**src/rtl/shift_reg_piso_ctrl.sv**
```systemverilog
`default_nettype none
// ============================================================================
// Module      : shift_reg_piso_ctrl
// Description : Parallel-in/serial-out shift register with a valid/ready load
//               handshake, a bit counter and frame completion signalling.
//               Optional even-parity trailer bit: SHIFT_REG_PISO_PARITY_EN.
// Revision    : 1.0 - initial release
// ============================================================================
module shift_reg_piso_ctrl #(
  parameter int unsigned M         = 8,
  parameter bit          MSB_FIRST = 1'b0,
  parameter logic        FILL      = 1'b1
) (
  input  logic         clk,
  input  logic         reset,
  input  logic [M-1:0] bus_in,
  input  logic         load_valid,
  output logic         load_ready,
  input  logic         shift,
  output logic         bit_out,
  output logic         bit_valid,
  output logic         busy,
  output logic         done
);

  localparam int unsigned CW = $clog2(M);
  localparam logic [CW-1:0] C_LAST = CW'(M - 1);

  typedef enum logic [1:0] {
    S_IDLE   = 2'd0,
`ifdef SHIFT_REG_PISO_PARITY_EN
    S_PARITY = 2'd2,
`endif
    S_SHIFT  = 2'd1
  } state_e;

  state_e        state_q, state_d;
  logic [M-1:0]  shreg_q, shreg_d;
  logic [CW-1:0] cnt_q,   cnt_d;
  logic          done_q,  done_d;
`ifdef SHIFT_REG_PISO_PARITY_EN
  logic          par_q,   par_d;
`endif

  always_ff @(posedge clk or negedge reset) begin
    if (!reset) begin
      state_q <= S_IDLE;
      shreg_q <= '0;
      cnt_q   <= '0;
      done_q  <= 1'b0;
`ifdef SHIFT_REG_PISO_PARITY_EN
      par_q   <= 1'b0;
`endif
    end else begin
      state_q <= state_d;
      shreg_q <= shreg_d;
      cnt_q   <= cnt_d;
      done_q  <= done_d;
`ifdef SHIFT_REG_PISO_PARITY_EN
      par_q   <= par_d;
`endif
    end
  end

  always_comb begin
    state_d = state_q;
    shreg_d = shreg_q;
    cnt_d   = cnt_q;
    done_d  = 1'b0;
`ifdef SHIFT_REG_PISO_PARITY_EN
    par_d   = par_q;
`endif
    case (state_q)
      S_IDLE: begin
        if (load_valid) begin
          state_d = S_SHIFT;
          shreg_d = bus_in;
          cnt_d   = '0;
`ifdef SHIFT_REG_PISO_PARITY_EN
          par_d   = ^bus_in;
`endif
        end
      end
      S_SHIFT: begin
        if (shift) begin
          // Move the next bit toward the output end; FILL backfills the far end.
          if (MSB_FIRST) shreg_d = {shreg_q[M-2:0], FILL};
          else           shreg_d = {FILL, shreg_q[M-1:1]};
          cnt_d = cnt_q + CW'(1);
          if (cnt_q == C_LAST) begin
            cnt_d = '0;
`ifdef SHIFT_REG_PISO_PARITY_EN
            state_d = S_PARITY;
`else
            state_d = S_IDLE;
            done_d  = 1'b1;
`endif
          end
        end
      end
`ifdef SHIFT_REG_PISO_PARITY_EN
      S_PARITY: begin
        if (shift) begin
          state_d = S_IDLE;
          done_d  = 1'b1;
        end
      end
`endif
      default: state_d = S_IDLE;
    endcase
  end

  always_comb begin
    bit_out = FILL;
    case (state_q)
      S_SHIFT:  bit_out = MSB_FIRST ? shreg_q[M-1] : shreg_q[0];
`ifdef SHIFT_REG_PISO_PARITY_EN
      S_PARITY: bit_out = par_q;
`endif
      default:  bit_out = FILL;
    endcase
  end

  assign load_ready = (state_q == S_IDLE);
  assign busy       = (state_q != S_IDLE);
  assign bit_valid  = (state_q != S_IDLE);
  assign done       = done_q;

endmodule
`default_nettype wire

```
**config.mk**
```make
export PLATFORM = sky130hd
export DESIGN_NAME = shift_reg_piso_ctrl
export DESIGN_NICKNAME = d
export VERILOG_FILES = /design/src/rtl/shift_reg_piso_ctrl.sv
export SDC_FILE = /design/constraint.sdc
export NUM_CORES = 1
export LEC_CHECK = 0
export BUFFER_PORTS_ARGS = -buffer_cell sky130_fd_sc_hd__buf_2
export CAP_MARGIN = 20
export CORE_MARGIN = 2
export CORE_UTILIZATION = 50
export CTS_CLUSTER_SIZE = 12
export DETAILED_ROUTE_END_ITERATION = 16
export PLACE_DENSITY_LB_ADDON = 0.3
export SYNTH_ARGS = -nofsm -noshare
export SYNTH_HDL_FRONTEND = slang
export SYNTH_SLANG_ARGS = --single-unit
```
**constraint.sdc**
```tcl
create_clock -name clk -period 2.6 [get_ports clk]
set_clock_uncertainty 0.15 [all_clocks]
set_input_delay 0.13 -clock clk [delete_from_list [all_inputs] [get_ports clk]]
set_output_delay 0.13 -clock clk [all_outputs]
set_load 0.01 [all_outputs]
```
# Word-level counts from Yosys, hierarchy flattened
# Cells that the tools add are included.
# classes
add_sub_neg	1
n_mul	0
div	0
n_lt_le_gt_ge	0
eq_ne	5
shift	0
n_mux	15
bitwise_logic	0
reduce_logical	5
# ops
cell	n
$mux 8	2
$pmux 8 s2	1
$mux 3	3
$mux 2	3
$ne 2x2->1 const B	3
$pmux 3 s2	1
$reduce_and 3->1	2
$mux 1	4
$pmux 2 s2	1
$reduce_bool 2->1	2
$add 3x1->3 const B	1
$eq 3x3->1 const B	1
$eq 2x1->1 const B	1
$logic_not 2->1	1
# totals
reg_bits	14
latch_bits	0
ramBits	0
romBits	0
inputBits	12
elab_cells	30
mem_count	0

# Depth between registers and ports, before layout
# logic_depth
depth_word	4
mapped_depth	4

# Worst setup path after synthesis
# No wires, ideal clock.
# synth_path
path_kind	register to register
from	register cnt_q[0]
to	register cnt_q[2]
setup_time_ns	0.123
arrival_ns	1.016
path_slack_ns	1.311
stages_incl_launch_ff	5
path_buffers	0
path_cell_list	dfrtp_1 > ha_1 > ha_1 > mux2i_1 > o2bb2ai_1
# synth_via
elab_chain_len	4
word_cells_on_any_way	5
cone_classes	1 x add/sub; 1 x eq/ne; 3 x mux
# synth_lines
item	line	text
from (decl)	39	logic [CW-1:0] cnt_q, cnt_d;
from (signal assigned)	57	cnt_q <= cnt_d;
$add 3x1->3 or $eq 3x3->1 (tied branches)	89, 90	
$mux 3 *	90	if (cnt_q == C_LAST) begin
$mux 3 *	85	if (shift) begin
$pmux 3 s2 *	73	case (state_q)
# Every way passes the cells marked *; elsewhere a longest branch is shown, timed or not. The select of a mux whose other input is x is not followed.
# A chain may end at the register's enable or synchronous reset.

# Final worst setup path
# layout_path
from	register state_q[0]
to	output port load_ready
# layout_via
elab_chain_len	1
# layout_lines
item	line	text
from (decl)	37	state_e state_q, state_d;
from (signal assigned)	55	state_q <= state_d;
$logic_not 2->1	124	assign load_ready = (state_q == S_IDLE);
to (decl)	18	output logic load_ready,
# No other way between the ends.

==> impl_metrics.py <==
metrics = {
    "detailed_routing": {
        "drcViolationCount": 0,
        "highest_layer": "met4",
        "drtIter0Drc": 7,
        "wl_met1_um": 635,
        "routedWlPerCell_um": 13.74,
        "routed_via_density": 5.281,
        "antenna_left": 0,
        "route.met3.wl_um": 54,
        "routed_wl_mm": 1.223,
        "wl_met2_um": 528,
        "dr.pass1.iters": 3,
        "routed-via-count": 470,
    },
    "critical_path": {
        "reg2reg_slack_ns": 1.21,
        "path_class": "reg2out",
        "cp-end-kind": "primary output",
        "worstPathRequired_ns": 2.32,
        "worst_setup_path_start_kind": "register",
        "arrival_ns": 1.38,
        "path_max_fanout": 17,
        "r2r_cells": 4,
        "r2r-start": "cnt_q[0]",
        "r2r_end": "cnt_q[2]",
    },
    "final_layout": {
        "final_common_cell": "mux2i_1",
        "area_delta_synth_final_pct": 14.61,
        "final_cell_mix": "mux2i_1, buf_2, dfrtp_1",
        "antennaDiodeCount": 0,
        "fillers": 111,
        "layout.nets": 89,
        "multi_input_area_um2": 349.1,
        "seq_area_um2": 325.3,
        "layout-drive-gt1-share_pct": 28.38,
    },
    "sta": {
        "fin_crit_sh_pct": 63.71,
        "setup_tns_ns": 0,
        "period_needed_ns": 1.656,
        "hold_slack_ns": 0.002197,
        "maxSlewHeadroom_pct": 59.01,
        "setup_viol": 0,
        "worst_pin_slew_ns": 0.6148,
        "final_hold_viol_count": 0,
        "drv_slew": 0,
        "max_freq_mhz": 603.7,
        "rsz0062_at_grt": "no",
    },
    "die": {
        "die_h_um": 41.93,
        "num_rows": 13,
        "die_width_um": 41.93,
        "ioPinCount": 17,
        "die_area_um2": 1758,
        "fp.coreArea_um2": 1318,
        "start_util_pct": 54.61,
    },
    "cts": {
        "cts_buffer_depth": 2,
        "clk_latency_ns": 0.27,
        "cts.clk_slew.worst_paths_ns": 0.09,
        "numCtsBuffers": 3,
        "cts_sinks": 13,
        "cts_resized": 0,
        "cts_tree": "done",
        "cts-root-buf": "clkbuf_4",
        "htree_num_levels": 1,
    },
    "global_route": {
        "grt_max_degree": 18,
        "antenna_found_initial": 0,
        "grt.total_usage_pct": 16.10,
        "grt_pass1_vias": 468,
        "grt_pass1_wl_mm": 2.111,
        "overflow": 0,
    },
    "logic_synthesis": {
        "synth-seq-cells": 13,
        "synth_cells": 56,
        "syn_area_per_cell_um2": 12.85,
        "yosysSeqAreaShare_pct": 45.22,
        "yosysWarnings": 0,
        "syn_area_um2": 719.4,
        "synth.distinct_cells": 16,
        "syn_nets": 70,
    },
    "placed_design": {
        "globalplace.congestion": 0.8142,
        "io_buffers": 16,
        "dp_hpwl_um": 861,
    },
    "worst_hold_path": {
        "whs_path_depth": 3,
        "min_from": "bus_in[2]",
        "hold_end": "shreg_q[2]",
        "hp-class": "in2reg",
    },
    "power_and_ir_drop": {
        "leakagePower_nw": 0.4438,
        "power.density_nw_per_um2": 850.4,
        "irDropWorstVdd_mv": 0.5528,
    },
    "flow_run": {
        "drv_cap": 0,
    },
    "status": {
        "outcome": "completed",
    },
}
-- synth_stat cells --
cell | n | area [µm²]
mux2i_1 | 24 | 240.2
dfrtp_1 | 13 | 325.3
buf_6 | 3 | 33.78
ha_1 | 2 | 25.02
nor2_1 | 2 | 7.510
o2bb2ai_1 | 2 | 17.52
a21oi_1 | 1 | 5.000
and3_2 | 1 | 7.510
buf_4 | 1 | 7.510
inv_1 | 1 | 3.750
nand2b_1 | 1 | 6.260
nand3_1 | 1 | 5.000
nand3b_1 | 1 | 7.510
nand4bb_1 | 1 | 11.26
nor3b_1 | 1 | 7.510
or3b_1 | 1 | 8.760
-- worst max-delay path, cell delays in order (launching register included) --
cell and delay (ns):
dfrtp_1 0.74, inv_1 0.18, buf_2 0.18
-- state kept, by name (all words and copies together), names as in the netlist --
signal	cells
shreg_q	8
done	1
state_q	1
cnt_q	3
-- power by group --
group / leakage [nW] / internal, mW / switching (mW)
logic: 0.291 / 0.126 / 0.0984
registers: 0.135 / 0.275 / 0.0749
clock network: 0.0177 / 0.0570 / 0.0701
total: 0.444 / 0.458 / 0.243
-- cell families (layout without fill, tap and decap cells) --
family / after synthesis / in the layout / share of synthesized area (%)
AO/OA/AOI/OAI: 3 / 3 / 3.130
adder cells (fa/ha/maj): 2 / 2 / 3.478
buffers and inverters: 5 / 23 / 6.260
flip-flops: 13 / 13 / 45.22
multiplexers: 24 / 24 / 33.39
AND/OR/NAND/NOR: 9 / 9 / 8.523
-- what timing repair did --
action,4_1_cts,5_1_grt
hold endpoints to repair,14,0
buffers inserted,0,0
hold buffers,2,0
-- metal layers --
| layer | GRT usage, % | vias to the layer above |
|---|---|---|
| met4 | 7.742 | 0 |
| li1 | - | 240 |
| met5 | 0 | - |
| met3 | 2.609 | 2 |
| met2 | 24.06 | 10 |
| met1 | 22.63 | 218 |
-- stage by stage --
stage / total power [mW] / instances / instance area (µm²) / setup slack, ns / utilization, %
floorplan: 0.5176 / 56 / 719.4 / 1.311 / -
global placement: 0.5682 / 83 / 777.0 / 1.239 / 58.97
detailed placement: 0.5810 / 83 / 777.0 / 1.214 / 58.97
CTS: 0.7100 / 89 / 824.5 / 0.9182 / 62.58
global route: 0.7621 / 89 / 824.5 / 0.8450 / 62.58
finish: 0.7012 / 89 / 824.5 / 0.9436 / 62.58
-- worst max path at each step --
| stage | start | endpoint | slack [ns] | cells after the start |
|---|---|---|---|---|
| finish | state_q[0] | load_ready | 0.94 | 2 |
| global route | state_q[0] | load_ready | 0.84 | 2 |
| CTS | state_q[0] | load_ready | 0.92 | 2 |
| detailed placement | cnt_q[0] | cnt_q[2] | 1.21 | 4 |
| global placement | cnt_q[0] | cnt_q[2] | 1.24 | 4 |
| floorplan | cnt_q[0] | cnt_q[2] | 1.31 | 4 |
-- final cells by class --
cell class	count	area share [%]
multi-input combinational	38	42.34
tap	15	2.276
inverter	1	0.4552
sequential	13	39.45
clock inverter	1	0.6070
clock buffer	3	2.731
timing repair buffer	18	12.14
Note: power is estimated with default switching activity, not from simulation.
